===== config.mk =====
export PLATFORM = sky130hd
export DESIGN_NAME = simon_sequence_player_flat
export DESIGN_NICKNAME = d
export VERILOG_FILES = /design/src/rtl/simon_sequence_player_if.sv /design/src/rtl/simon_sequence_player.sv /design/src/flat_wrapper.sv
export SDC_FILE = /design/constraint.sdc
export NUM_CORES = 1
export LEC_CHECK = 0
export ABC_CLOCK_PERIOD_IN_PS = 3580
export CORE_MARGIN = 5
export CORE_UTILIZATION = 40
export DETAILED_ROUTE_END_ITERATION = 16
export GPL_TIMING_DRIVEN = 0
export SLEW_MARGIN = 20
export SYNTH_ARGS = -nofsm -noshare
export SYNTH_HDL_FRONTEND = slang
export SYNTH_SLANG_ARGS = --single-unit
export TNS_END_PERCENT = 1

===== constraint.sdc =====
create_clock -name Clk -period 3.58 [get_ports Clk]
set_input_delay 0.537 -clock Clk [delete_from_list [all_inputs] [get_ports Clk]]
set_output_delay 0.537 -clock Clk [all_outputs]
set_load 0.005 [all_outputs]

===== src/rtl/simon_sequence_player_if.sv =====
// ---------------------------------------------------------------------------
// simon_sequence_player_if
// Control/status bundle between the Simon game state machine (master) and
// the sequence player (slave). Clock and reset travel as plain ports.
// ---------------------------------------------------------------------------
interface simon_sequence_player_if;
    logic       Clear;
    logic       Append;
    logic       Play_Start;
    logic [5:0] Rd_Idx;
    logic [2:0] Rd_Color;
    logic [6:0] Seq_Len;
    logic       Full;
    logic       Play_Busy;
    logic       Play_Done;
    logic [2:0] Color_Out;

    // Game state machine side: issues commands, reads back pattern and status.
    modport master (
        output Clear, Append, Play_Start, Rd_Idx,
        input  Rd_Color, Seq_Len, Full, Play_Busy, Play_Done, Color_Out
    );

    // Sequence player side.
    modport slave (
        input  Clear, Append, Play_Start, Rd_Idx,
        output Rd_Color, Seq_Len, Full, Play_Busy, Play_Done, Color_Out
    );
endinterface


===== src/rtl/simon_sequence_player.sv =====
// ---------------------------------------------------------------------------
// simon_sequence_player
// Holds the Simon colour pattern, appends LFSR-generated colours, serves
// combinational readback by index, and plays the pattern as timed flashes
// (dark gap before each flash and after the last one).
// Colour codes: 0 none, 1 RED, 2 BLUE, 3 YELLOW, 4 GREEN.
// Optional feature macro: SIMON_SPEEDUP_EN -- when defined, flash and gap
// lengths shrink by 2^min(len/8, 3) for longer patterns (floored at 1 cycle).
// ---------------------------------------------------------------------------
module simon_sequence_player #(
    parameter int          MAX_LEN   = 64,
    parameter int          ON_TICKS  = 25000000,
    parameter int          OFF_TICKS = 12500000,
    parameter logic [15:0] LFSR_SEED = 16'hACE1
) (
    input  logic                   Clk,
    input  logic                   Reset,
    simon_sequence_player_if.slave sp_if
);

    localparam int MAX_TICKS = (ON_TICKS > OFF_TICKS) ? ON_TICKS : OFF_TICKS;
    localparam int TW        = (MAX_TICKS > 1) ? $clog2(MAX_TICKS) : 1;
    localparam int AW        = (MAX_LEN > 1) ? $clog2(MAX_LEN) : 1;

    typedef enum logic [1:0] {IDLE, GAP, SHOW, DONE} state_t;

    state_t        state_q;
    logic [15:0]   lfsr_q;
    logic [6:0]    seq_len_q;
    logic          full_q;
    logic [6:0]    idx_q;
    logic [TW-1:0] timer_q;
    logic [2:0]    color_q;
    logic          busy_q;
    logic          done_q;
    logic [2:0]    mem [MAX_LEN];

    logic          append_ok;
    logic [6:0]    len_next;
    logic          start_play;
    logic [2:0]    new_color;
    logic [TW-1:0] start_on_m1;
    logic [TW-1:0] start_off_m1;
    logic [TW-1:0] on_m1;
    logic [TW-1:0] off_m1;

    // Appends land only while idle and not full; Clear drops a coincident append.
    assign append_ok  = sp_if.Append && !sp_if.Clear && (state_q == IDLE) && !full_q;
    assign len_next   = seq_len_q + {6'd0, append_ok};
    assign start_play = sp_if.Play_Start && !sp_if.Clear && (state_q == IDLE)
                        && (len_next != 7'd0);
    assign new_color  = {1'b0, lfsr_q[1:0]} + 3'd1;

`ifdef SIMON_SPEEDUP_EN
    // Returns (ticks >> min(len/8, 3)) - 1, with the shifted length floored at 1.
    function automatic logic [TW-1:0] scaled_m1(input int ticks, input logic [6:0] len);
        int sh;
        int v;
        sh = (len[6:3] > 4'd3) ? 3 : int'({28'd0, len[6:3]});
        v  = ticks >> sh;
        if (v < 1) v = 1;
        return TW'(v - 1);
    endfunction

    logic [TW-1:0] on_m1_q;
    logic [TW-1:0] off_m1_q;

    assign start_on_m1  = scaled_m1(ON_TICKS, len_next);
    assign start_off_m1 = scaled_m1(OFF_TICKS, len_next);
    assign on_m1        = on_m1_q;
    assign off_m1       = off_m1_q;

    // Freeze the scaled flash/gap lengths for the whole playback at start.
    always_ff @(posedge Clk or posedge Reset) begin
        if (Reset) begin
            on_m1_q  <= '0;
            off_m1_q <= '0;
        end else if (start_play) begin
            on_m1_q  <= start_on_m1;
            off_m1_q <= start_off_m1;
        end
    end
`else
    assign start_on_m1  = TW'(ON_TICKS - 1);
    assign start_off_m1 = TW'(OFF_TICKS - 1);
    assign on_m1        = start_on_m1;
    assign off_m1       = start_off_m1;
`endif

    // Free-running 16-bit Galois LFSR, x^16+x^14+x^13+x^11.
    always_ff @(posedge Clk or posedge Reset) begin
        // NOTE: sequential state always uses non-blocking (<=) so every register
        // samples the pre-edge values of its neighbours, regardless of block order.
        if (Reset) lfsr_q <= LFSR_SEED;
        else       lfsr_q <= {1'b0, lfsr_q[15:1]} ^ (lfsr_q[0] ? 16'hB400 : 16'h0000);
    end

    // Pattern memory write port.
    always_ff @(posedge Clk) begin
        // NOTE: the pattern array has no reset; stale entries are invisible
        // because every read is masked by seq_len_q, and a reset would block RAM mapping.
        if (append_ok) mem[seq_len_q[AW-1:0]] <= new_color;
    end

    // Combinational readback, masked to 0 beyond the stored length.
    always_comb begin
        // NOTE: default first so no path leaves the output unassigned (no latch).
        sp_if.Rd_Color = 3'd0;
        if ({1'b0, sp_if.Rd_Idx} < seq_len_q) sp_if.Rd_Color = mem[sp_if.Rd_Idx[AW-1:0]];
    end

    // Playback FSM with pattern length bookkeeping and registered outputs.
    always_ff @(posedge Clk or posedge Reset) begin
        if (Reset) begin
            state_q   <= IDLE;
            seq_len_q <= 7'd0;
            full_q    <= 1'b0;
            idx_q     <= 7'd0;
            timer_q   <= '0;
            color_q   <= 3'd0;
            busy_q    <= 1'b0;
            done_q    <= 1'b0;
        end else begin
            done_q <= 1'b0;
            if (sp_if.Clear) begin
                // Abort everything; the LFSR keeps running so the next game differs.
                state_q   <= IDLE;
                seq_len_q <= 7'd0;
                full_q    <= 1'b0;
                idx_q     <= 7'd0;
                timer_q   <= '0;
                color_q   <= 3'd0;
                busy_q    <= 1'b0;
            end else begin
                case (state_q)
                    IDLE: begin
                        if (append_ok) begin
                            seq_len_q <= len_next;
                            full_q    <= (seq_len_q == 7'(MAX_LEN - 1));
                        end
                        if (sp_if.Play_Start) begin
                            if (start_play) begin
                                state_q <= GAP;
                                idx_q   <= 7'd0;
                                timer_q <= start_off_m1;
                                busy_q  <= 1'b1;
                            end else begin
                                // Empty pattern: report completion without flashing.
                                state_q <= DONE;
                                done_q  <= 1'b1;
                            end
                        end
                    end
                    GAP: begin
                        if (timer_q != '0) begin
                            timer_q <= timer_q - 1'b1;
                        end else if (idx_q < seq_len_q) begin
                            state_q <= SHOW;
                            timer_q <= on_m1;
                            color_q <= mem[idx_q[AW-1:0]];
                        end else begin
                            state_q <= DONE;
                            busy_q  <= 1'b0;
                            done_q  <= 1'b1;
                        end
                    end
                    SHOW: begin
                        if (timer_q != '0) begin
                            timer_q <= timer_q - 1'b1;
                        end else begin
                            state_q <= GAP;
                            idx_q   <= idx_q + 7'd1;
                            timer_q <= off_m1;
                            color_q <= 3'd0;
                        end
                    end
                    DONE: begin
                        state_q <= IDLE;
                    end
                    default: begin
                        state_q <= IDLE;
                    end
                endcase
            end
        end
    end

    assign sp_if.Seq_Len   = seq_len_q;
    assign sp_if.Full      = full_q;
    assign sp_if.Play_Busy = busy_q;
    assign sp_if.Play_Done = done_q;
    assign sp_if.Color_Out = color_q;

endmodule


===== src/flat_wrapper.sv =====
// flat-port wrapper written by rule: the top's interface ports become plain ports
module simon_sequence_player_flat 
#(
    parameter int          MAX_LEN   = 64,
    parameter int          ON_TICKS  = 25000000,
    parameter int          OFF_TICKS = 12500000,
    parameter logic [15:0] LFSR_SEED = 16'hACE1
)
  (Clk, Reset, sp_if_Clear, sp_if_Append, sp_if_Play_Start, sp_if_Rd_Idx, sp_if_Rd_Color, sp_if_Seq_Len, sp_if_Full, sp_if_Play_Busy, sp_if_Play_Done, sp_if_Color_Out);
  simon_sequence_player_if sp_if_i ();
  input  logic Clk;
  input  logic Reset;
  input wire logic [$bits(sp_if_i.Clear)-1:0] sp_if_Clear;
  input wire logic [$bits(sp_if_i.Append)-1:0] sp_if_Append;
  input wire logic [$bits(sp_if_i.Play_Start)-1:0] sp_if_Play_Start;
  input wire logic [$bits(sp_if_i.Rd_Idx)-1:0] sp_if_Rd_Idx;
  output wire logic [$bits(sp_if_i.Rd_Color)-1:0] sp_if_Rd_Color;
  output wire logic [$bits(sp_if_i.Seq_Len)-1:0] sp_if_Seq_Len;
  output wire logic [$bits(sp_if_i.Full)-1:0] sp_if_Full;
  output wire logic [$bits(sp_if_i.Play_Busy)-1:0] sp_if_Play_Busy;
  output wire logic [$bits(sp_if_i.Play_Done)-1:0] sp_if_Play_Done;
  output wire logic [$bits(sp_if_i.Color_Out)-1:0] sp_if_Color_Out;
  assign sp_if_i.Clear = sp_if_Clear;
  assign sp_if_i.Append = sp_if_Append;
  assign sp_if_i.Play_Start = sp_if_Play_Start;
  assign sp_if_i.Rd_Idx = sp_if_Rd_Idx;
  assign sp_if_Rd_Color = sp_if_i.Rd_Color;
  assign sp_if_Seq_Len = sp_if_i.Seq_Len;
  assign sp_if_Full = sp_if_i.Full;
  assign sp_if_Play_Busy = sp_if_i.Play_Busy;
  assign sp_if_Play_Done = sp_if_i.Play_Done;
  assign sp_if_Color_Out = sp_if_i.Color_Out;
  simon_sequence_player #(.MAX_LEN(MAX_LEN), .ON_TICKS(ON_TICKS), .OFF_TICKS(OFF_TICKS), .LFSR_SEED(LFSR_SEED)) u_core (.Clk(Clk), .Reset(Reset), .sp_if(sp_if_i));
endmodule

### Word-level counts from Yosys, hierarchy flattened

Memories as Yosys holds them, arrays and structs flattened.
Cells that the tools add are included.

* latch bits: 0
* register bits after elaboration: 63
* word-level logic and storage cells: 97
* RAM bits: 192
* memories: 1
* memory bits (read-only): 0

Memories
* u_core.mem: depth 64, bits a word 3, rd ports 2, clocked after memory_dff 0, wr ports 1, line simon_sequence_player.sv:36 `logic [2:0] mem [MAX_LEN];`

* div/mod/pow operators: 0
* multipliers: 0
* equality and inequality tests: 11
* muxes and demuxes: 46
* shift-type cells: 0
* reduce and logical (&&, ||, !) cells: 23
* add/subtract/negate cells: 4
* bitwise logic cells: 1
* magnitude comparators: 2

Operators by type and width (number)
* two-way mux 25 bit: 6
* case mux 25 bit (3 select lines): 1
* two-way mux 7 bit: 7
* nonzero test 25 bit: 1
* subtractor 25 x 1 -> 25 bit, second input constant: 1
* two-way mux 1 bit: 16
* two-way mux 16 bit: 1
* XOR 15 x 16 -> 16 bit: 1
* two-way mux 3 bit: 5
* case mux 7 bit (2 select lines): 1
* inequality test 3 bit, second input constant: 4
* AND reduction 4 bit: 3
* two-way mux 2 bit: 5
* nonzero test 3 bit: 3
* case mux 2 bit (4 select lines): 1
* adder 7 x 1 -> 7 bit: 1
* adder 7 x 1 -> 7 bit, second input constant: 1
* equality test 7 x 6 -> 1 bit, second input constant: 1
* less-than comparator 6 x 7 -> 1 bit: 1
* less-than comparator 7 bit: 1
* nonzero test 7 bit: 1
* logical AND 1 bit: 6
* inequality test 3 x 2 -> 1 bit, second input constant: 2
* case mux 3 bit (2 select lines): 1
* other kinds (12): 16

### Logic depth before layout (Yosys ltp)

Gate-level depths: netlist of the first run.

* word-level depth: 11
* depth in mapped cells: 16

### Worst setup path after synthesis of the first run

No wires, ideal clock.

* path kind: input to register
* from: input sp_if_Clear
* to: register u_core.timer_q[7]
* data arrival time: 3.745 ns
* library setup time: 0.121 ns
* stages on the path: 14
* path buffers: 4
* path slack: -0.286 ns
* cell sequence: clkbuf_1 > inv_1 > and3_1 > clkbuf_1 > clkbuf_1 > ha_1 > ha_1 > or4b_2 > a211oi_1 > o211ai_1 > nand2_1 > buf_2 > o21ai_0 > a22o_1

* longest elaborated chain between the ends: 9

Ends and longest elaborated chain
* start, declared: line flat_wrapper.sv:13 `input wire logic [$bits(sp_if_i.Clear)-1:0] sp_if_Clear;`
* zero test 1 bit: line simon_sequence_player.sv:48, simon_sequence_player.sv:50
* logical AND 1 bit (3 in series): line simon_sequence_player.sv:48 `assign append_ok = sp_if.Append && !sp_if.Clear && (state_q == IDLE) && !full_q;`
* adder 7 x 1 -> 7 bit: line simon_sequence_player.sv:49 `assign len_next = seq_len_q + {6'd0, append_ok};`
* nonzero test 7 bit: line simon_sequence_player.sv:51 `&& (len_next != 7'd0);`
* logical AND 1 bit: line simon_sequence_player.sv:51
* inequality test 3 x 2 -> 1 bit (no line)
* AND reduction 4 bit (no line)
* end signal, assigned: line simon_sequence_player.sv:145 `timer_q <= start_off_m1;`
* end signal, assigned: line simon_sequence_player.sv:156 `timer_q <= timer_q - 1'b1;`
* end signal, assigned: line simon_sequence_player.sv:159 `timer_q <= on_m1;`
* end, declared: line simon_sequence_player.sv:32 `logic [TW-1:0] timer_q;`

Several ways; a longest one is shown, not always the timed one.
A chain may end at the register's enable or synchronous reset.

### Worst setup path in the final report of the first run

* from: input sp_if_Rd_Idx[2]
* to: output sp_if_Rd_Color[0]

* longest elaborated chain between the ends: 2

Ends and longest elaborated chain
* start, declared: line flat_wrapper.sv:16 `input wire logic [$bits(sp_if_i.Rd_Idx)-1:0] sp_if_Rd_Idx;`
* memory read (64 x 3 bit) / less-than comparator 6 x 7 -> 1 bit (equally long branches)
* two-way mux 3 bit *: line simon_sequence_player.sv:109 `if ({1'b0, sp_if.Rd_Idx} < seq_len_q) sp_if.Rd_Color = mem[sp_if.Rd_Idx[AW-1:0]];`
* end, declared: line flat_wrapper.sv:17 `output wire logic [$bits(sp_if_i.Rd_Color)-1:0] sp_if_Rd_Color;`

Every way passes the cells marked *; elsewhere a longest branch is shown, timed or not.

==> results of run 1 <==
## how the worst max path moves through the flow
stage / from / endpoint / cells past startpoint
2_1_floorplan: sp_if_Clear / u_core.timer_q[8]$_DFFE_PP0P_ / 15
3_5_place_dp: sp_if_Clear / u_core.timer_q[4]$_DFFE_PP0P_ / 15
3_3_place_gp: sp_if_Clear / u_core.timer_q[16]$_DFFE_PP0P_ / 15
4_1_cts: sp_if_Rd_Idx[0] / sp_if_Rd_Color[0] / 8
6_report: sp_if_Rd_Idx[2] / sp_if_Rd_Color[0] / 8
5_1_grt: sp_if_Rd_Idx[0] / sp_if_Rd_Color[2] / 8
## power by group through the flow
stage,Combinational (mW),Sequential (mW),Clock [mW]
after global routing,2.64,3.43,3.16
final,2.44,3.41,2.99
after floorplan,1.63,3.43,0
after global placement,2.17,3.46,0
after detailed placement,2.19,3.46,0
after CTS,2.33,3.40,3.03
## registers in the layout (all words and copies together) (netlist names)
register	cells
u_core.sp_if.Full	1
u_core.sp_if.Color_Out	3
u_core.mem	192
u_core.sp_if.Play_Done	1
u_core.sp_if.Play_Busy	1
u_core.timer_q	25
u_core.lfsr_q	16
u_core.state_q	2
u_core.sp_if.Seq_Len	7
u_core.idx_q	7
## per-stage QoR
stage | hold slack (ns) | cell area (µm²) | utilization, %
2_1_floorplan | 0.3312 | 12980 | -
3_3_place_gp | 0.3351 | 13790 | 42.70
3_5_place_dp | 0.3379 | 13860 | 42.92
4_1_cts | 0.2876 | 15060 | 46.64
5_1_grt | 0.3156 | 15180 | 47.02
6_report | 0.2925 | 15180 | 47.02
## routing by layer
layer / vias to the layer above / track usage, %
met3: 102 / 4.073
li1: 3835 / -
met5: - / 0
met4: 0 / 7.513
met2: 515 / 32.74
met1: 4564 / 28.29
## area by class of cell
cell class	count	area share (%)
plain buffers	51	2.481
clock buffers	34	5.110
clock inverters	17	1.179
inverters	26	0.7088
multi-input cells	578	35.32
flip-flops and latches	255	48.45
well taps	442	3.643
repair buffers	47	3.115
## kinds of logic after synthesis
group	share of synthesized area, %
flip-flops	56.68
buffers and inverters	2.653
XOR/XNOR	0.3376
AND/OR/NAND/NOR	9.771
AO/OA/AOI/OAI	9.270
multiplexers	19.46
adder cells (fa/ha/maj)	1.833
## cells in the mapped netlist, types with 14 or more instances
library cell	instances	area (µm²)
sky130_fd_sc_hd__a211oi_1	23	172.7
sky130_fd_sc_hd__mux2i_1	17	170.2
sky130_fd_sc_hd__o21ai_0	31	155.2
sky130_fd_sc_hd__buf_2	17	85.08
sky130_fd_sc_hd__edfxtp_1	192	5766
sky130_fd_sc_hd__nand3_1	27	135.1
sky130_fd_sc_hd__a21oi_1	27	135.1
sky130_fd_sc_hd__clkbuf_1	30	112.6
sky130_fd_sc_hd__inv_1	26	97.59
sky130_fd_sc_hd__nand2_1	47	176.4
sky130_fd_sc_hd__ha_1	19	237.7
sky130_fd_sc_hd__mux4_2	104	2342
sky130_fd_sc_hd__nor2_1	98	367.9
sky130_fd_sc_hd__nor3_1	14	70.07
sky130_fd_sc_hd__dfrtp_1	55	1376
## worst max-delay path: stages
cell	delay (ns)
sky130_fd_sc_hd__dlygate4sd2_1	0.35
sky130_fd_sc_hd__clkbuf_8	0.26
sky130_fd_sc_hd__buf_6	0.21
sky130_fd_sc_hd__mux4_2	0.37
sky130_fd_sc_hd__mux4_2	0.50
sky130_fd_sc_hd__mux2i_2	0.21
sky130_fd_sc_hd__a211oi_2	0.12
sky130_fd_sc_hd__clkdlybuf4s50_1	0.48
## what timing repair did
item / CTS / global route
pin swaps: 1 / 4
buffers inserted: 8 / 11
cloned: 1 / 0
hold buffers: 0 / 0
resized for setup: 59 / 21
setup endpoints to repair: 36 / 36
==> results list, run 1 <==
- Mapped Nets: 945
- In this run the number of H-tree levels came out at 1.
* Final setup violating endpoints: 1
- DRC violation total after the first TritonRoute iteration: ~1.2k
- The detailed router put a total of around 15 mm of wire on met1.
- For the worst flop-to-flop path, the logic depth is 13.
- The cell sitting at the root of the clock tree is a sky130_fd_sc_hd__clkbuf_16.
- Residual antenna-violating net count after detailed routing: 0
* Number of synthesized register bits: around 260
- Synthesized instance count: roughly 920
* Worst slew slack as a fraction of its limit: between 40% and 50%
- Counting tap cells, the placed design contains a total of ~1.4k instances.
- Arrival time at the worst endpoint: between 3 and 4 ns
- Via count of the first global-routing pass: between 9k and 10k
- X dimension of the die: approximately 190 µm
- Final std cells w/o fill: about 1.5k
- 0 antenna diodes ended up in the layout.
- 27 I/O pins were placed.
- After global routing the overflow that remains totals 0.
- Combined flip-flop and latch cell area: 7355 µm²
* Count of maximum capacitance violations: 0
- VDD IR max: approximately 0.42 mV
* Outcome: complete, but fails checks
* Global router's overall resource usage: between 20% and 30%
- Share of power burned in registers: about two fifths
- Post-synth top flop: sky130_fd_sc_hd__edfxtp_1
* Detail Route met2 WL: 17.32 mm
- Fin Setup TNS: -0.001754 ns
- Distinct cell type count after synthesis: between 60 and 70
- Total power of the final layout: 8.838 mW
- Proportion of synthesized chip area in sequential cells: between 50 and 60%
- The layout has around 2.8k filler cells.
* Final weighted congestion in routability-driven placement: a little over 0.9
- Worst setup path class: in -> out
* Largest buffer count on any clock path: 3
- Summed over all layers, the routed wires come to 37.22 mm.
- Cell internal power was estimated by the tool at 6.110 mW.
* DR WL/cell: approximately 26 µm
* Failing checks: negative setup slack
- In this run the critical register-to-register path is launched from u_core.state_q[1]$_DFFE_PP0P_.
- Net switching is a little under a third of the power.
* Part of the total power dissipated in the clock network: 33.8%
- First-pass GRT wire length: 56.76 mm
- Metal3 WL: roughly 3.5 mm
* Highest net fanout along the worst path: 10
- First-pass iteration count of the detailed router: 5
* Number of pins exceeding their max-slew limit in the final report: 0
- Overall via count from detail_route: roughly 9.0k
- The worst register-to-register path ends at u_core.timer_q[11]$_DFFE_PP0P_.
- Entering global routing, the biggest net connects 65 pins.
* Floorplan die area: ~36000 µm²
- Leaving out fill and tap cells, the most frequent cell in the layout is sky130_fd_sc_hd__edfxtp_1.
* Area grow syn2layout: 17.03%
* Critical path data required time: between 3 and 4 ns
- Most frequent cells in the layout: 192 x sky130_fd_sc_hd__edfxtp_1, 104 x sky130_fd_sc_hd__mux4_2, 98 x sky130_fd_sc_hd__nor2_1
- The count of endpoints failing hold in the final timing report came to 0.
- Timing-limited maximum frequency: 0.2792 GHz
- Net count, final: ~1.0k
- The HPWL after detailed placement is 25.67 mm.
- Fraction of final layout cells sized beyond drive strength 1: 24.50%
- Sort of element at the start of the critical path: input pin
- Number of antenna violations at the first check in global routing: 0
- Reg2Reg Setup Slack: about 0.18 ns
- In this run, synthesis inferred roughly 190 flip-flops with an integrated enable.
- Total number of yosys warnings: 0
* TritonCTS buffer count: 28
- Total power divided by cell area: roughly 580 nW/µm²
- Period Utilization, post-route: 100.0%
- For the pin with the worst max-slew slack, the measured transition is 0.8539 ns.
- Clock input transition at the sequential cells of the worst setup and hold paths: approximately 0.060 ns
- Cell Area, Synth: 12970 µm²
- STA classifies the critical path endpoint as a primary output.
* Post-Place Setup Slack: -1.284 ns
* HP Class: in -> async
- Share of total power in combinational logic: 27.6%
- In the routed layout, each cell is associated on average with a via count of 6.218.
* Starting utilization of the core area: between 40% and 50%
* Clock latency at the later pin of the worst-skew pair: roughly 0.55 ns
- TritonCTS built the clock tree.
- Multi-input combinational cell area: approximately 5400 µm²
- Number of design rule violations left after detail routing: 0
* Port Buffer Count: 25
* Async set or reset register ratio after synthesis: 24.71%
- The total area inside the core boundary comes to around 32000 µm².
* Clock sinks: roughly 260
* Vertical die dimension: roughly 190 µm
- The highest metal layer carrying signal wires in the routed design is met4.
* Total leakage power: 5.043 nW
- After floorplanning, the core was divided into 66 placement rows.
- Worst clock skew: between 0.01 and 0.015 ns
* Avg Cell Area, Syn: between 10 and 15 µm²
- The analysis attributes to net switching a power of roughly 2.7 mW.
- After layout, the minimum clock period comes to around 3.6 ns.
- Setup slack on the critical path of the routed design comes to -0.001754 ns.
Note: power is estimated with default switching activity, not from simulation.
==> inputs of run 2 (changes only) <==
--- a/config.mk
+++ b/config.mk
@@ -10,6 +10,7 @@
 export CORE_UTILIZATION = 40
 export DETAILED_ROUTE_END_ITERATION = 16
 export GPL_TIMING_DRIVEN = 0
+export SETUP_SLACK_MARGIN = 0.1
 export SLEW_MARGIN = 20
 export SYNTH_ARGS = -nofsm -noshare
 export SYNTH_HDL_FRONTEND = slang
==> run 2 against run 1 <==
Effect of this change: the flow now finishes without violations; clock skew down 0.0017 ns; clock-buffer cell count unchanged; worst setup slack improved by 0.070 ns; sequential share of layout area is essentially flat; global-route usage increased by 0.095 points; non-clock buffer count rose by 7; clock power shrank 7.7%; via count increased by 1.8%; cell count up 0.14%; first-iteration DRC count down 7.8%; largest power group unchanged.
==> results list, run 2 (synthesized netlist as in run 1, its figures left out) <==
- The flow ran to the end, and the final reports show no timing, DRC or antenna violations.
- Global routing consumed, over all layers together, roughly a fifth of the routing resources.
- First-pass iteration count of the detailed router: 6
- Entering global routing, the biggest net connects between 60 and 70 pins.
- The wire-length estimate of the detail-placed layout is about 26 mm.
* Period Utilization, post-route: 98.08%
- Number of design rule violations left after detail routing: 0
* CTS HTree Levels: 1
* Port Buffer Count: 25
- Leaving out fill and tap cells, the most frequent cells in the layout are 192 x sky130_fd_sc_hd__edfxtp_1, 104 x sky130_fd_sc_hd__mux4_2, 98 x sky130_fd_sc_hd__nor2_1.
- The worst register-to-register path ends at u_core.timer_q[1]$_DFFE_PP0P_.
* Hold buffers post-CTS: 0
* Reg2Reg Setup Slack: between 0.2 and 0.25 ns
- # IOs: 27
- Net count, final: 1023
- Count of maximum capacitance violations: 0
- Worst slew pin tran: between 0.8 and 0.9 ns
- Starting utilization of the core area: between 40 and 50%
* Sort of element at the start of the critical path: input pin
* Largest buffer count on any clock path: 3
- The count of endpoints failing hold in the final timing report came to 0.
- Critical path data required time: approximately 3.0 ns
- Worst R2R Path Depth: 16
- The max-slew violation count was 0.
- Total power of the final layout: 8.616 mW
* Final Instance Area: 15170 µm²
- The count of nets left with antenna violations once routing finished came out at 0.
- Leaving out fill and tap cells, the most frequent cell in the layout is sky130_fd_sc_hd__edfxtp_1.
- At the worst endpoint, the arrival time is 2.97 ns.
- DR WL/cell: between 20 and 30 µm
- Total leakage power: between 5 and 6 nW
* Vias/cell: 6.324
- Clock root buffer master: sky130_fd_sc_hd__clkbuf_16
- Highest net fanout along the worst path: 7
* Floorplan die area: 36130 µm²
- Crit path capture type: primary output
- Worst clock skew: approximately 0.013 ns
* Area grow syn2layout: 16.97%
* Worst slew slack as a fraction of its limit: 45.28%
- The number of clock buffers added by TritonCTS is 27.
- Core Footprint: approximately 32000 µm²
- The count of cells in the finished layout, fillers not included, comes to around 1.5k.
* Overall via count from detail_route: ~9k
- Clock-pin slew was measured on the worst setup and hold paths at around 0.070 ns.
- Number of placement rows: 66
* R2R Path Start: u_core.state_q[1]$_DFFE_PP0P_
- DRC violation total after the first TritonRoute iteration: 1126
* Diode insertion count for antenna repair: 0
- Post-Place Setup Slack: -1.126 ns
- Number of flip-flops in the largest register: roughly 190
- RSZ-0062 raised after global routing: true
- The later pin in the worst-skew pair is clocked with a latency of approximately 0.55 ns.
- Counting the fill cells in the layout gives ~2.8k.
* Timing-limited maximum frequency: 0.2848 GHz
- Final weighted congestion in routability-driven placement: roughly 0.9
- Worst setup path class: in -> out
* VDD IR max: roughly 0.31 mV
- Number of antenna violations at the first check in global routing: 1
- Total power divided by cell area: around 570 nW/µm²
- Post-Route Utilization: between 40% and 50%
- Setup slack on the critical path of the routed design comes to about 0.069 ns.
* Wire length after detailed routing: between 30 and 40 mm
* Fraction of final layout cells sized beyond drive strength 1: 24.85%
* Vertical die dimension: roughly 190 µm
- Final setup violating endpoints: 0
* Clock sinks: 255
- Cell Area, Placed: about 14000 µm²
* Min cycle time layout: roughly 3.5 ns
* Placed Cells incl. Taps: ~1.4k
- The worst hold path belongs to the class in -> async.
* Overflow left after global routing: 0
- TritonCTS built the clock tree.
* First-pass GRT wire length: between 50 and 60 mm
- Measured along the x axis, the die boundary spans 190.1 µm.
- The via count of the first global-routing pass was roughly 9k.
## run 2: changes by cell type in the layout (fill, tap and decap cells not counted), moves of 3 or more
| cell | previous run | this run |
|---|---|---|
| sky130_fd_sc_hd__clkbuf_16 | 30 | 27 |
| sky130_fd_sc_hd__clkinv_1 | 5 | 1 |
| sky130_fd_sc_hd__clkbuf_4 | 3 | 8 |
| sky130_fd_sc_hd__clkbuf_2 | 3 | 6 |
| sky130_fd_sc_hd__buf_12 | 4 | 8 |
## run 2: area by class of cell
class                   instances  area [µm²]  share of cell area, %
flip-flops and latches        255        7353                  48.47
multi-input cells             578        5363                  35.35
clock buffers                  34       721.9                  4.758
well taps                     442       553.0                  3.645
repair buffers                 49       499.2                  3.290
plain buffers                  56       437.9                  2.886
clock inverters                12       137.6                 0.9071
inverters                      26       106.4                 0.7010
## run 2: critical path, stage by stage
cell and delay [ns]:
sky130_fd_sc_hd__clkdlybuf4s50_1 0.73, sky130_fd_sc_hd__ha_1 0.33, sky130_fd_sc_hd__a21oi_1 0.19, sky130_fd_sc_hd__o21ai_0 0.15, sky130_fd_sc_hd__a41o_1 0.28, sky130_fd_sc_hd__a211oi_2 0.21, sky130_fd_sc_hd__clkdlybuf4s50_1 0.54
## run 2: routing by layer
layer  vias up  part of all wire, %  global-route usage (%)
li1       3847                    -                       -
met1      4707                   40                   28.72
met4         2                  3.5                   6.093
met3        98                  8.2                   3.046
met5         -                0.054                       0
met2       528                   48                   34.06
## run 2: where the power goes
part / internal (mW) / total [mW] / switching (mW)
Clock: 1.63 / 2.76 / 1.13
Sequential: 3.27 / 3.41 / 0.138
Combinational: 1.01 / 2.44 / 1.43
Total: 5.91 / 8.62 / 2.71
## run 2: metrics by stage
stage	setup TNS (ns)	hold slack, ns
after floorplan	0	0.3312
after global placement	-36.05	0.3353
after detailed placement	-36.05	0.3347
after CTS	0	0.2829
after global routing	-0.03545	0.3173
final	0	0.2905
## run 2: how the worst max path moves through the flow
stage | slack, ns | endpoint | cells after the start | startpoint
3_3_place_gp | -1.14 | sp_if_Rd_Color[2] | 8 | sp_if_Rd_Idx[2]
4_1_cts | 0.06 | sp_if_Rd_Color[1] | 6 | sp_if_Rd_Idx[1]
6_report | 0.07 | sp_if_Rd_Color[1] | 7 | sp_if_Rd_Idx[3]
2_1_floorplan | 0.11 | u_core.timer_q[8]$_DFFE_PP0P_ | 15 | sp_if_Clear
5_1_grt | -0.04 | sp_if_Rd_Color[1] | 9 | u_core.sp_if.Seq_Len[2]$_DFFE_PP0P_
3_5_place_dp | -1.13 | sp_if_Rd_Color[0] | 8 | sp_if_Rd_Idx[2]
## run 2: what timing repair did
item | in CTS | in global routing
pin swaps | 4 | 3
buffers inserted | 13 | 8
resized for setup | 74 | 14
setup endpoints to repair | 36 | 35
cloned | 1 | 0
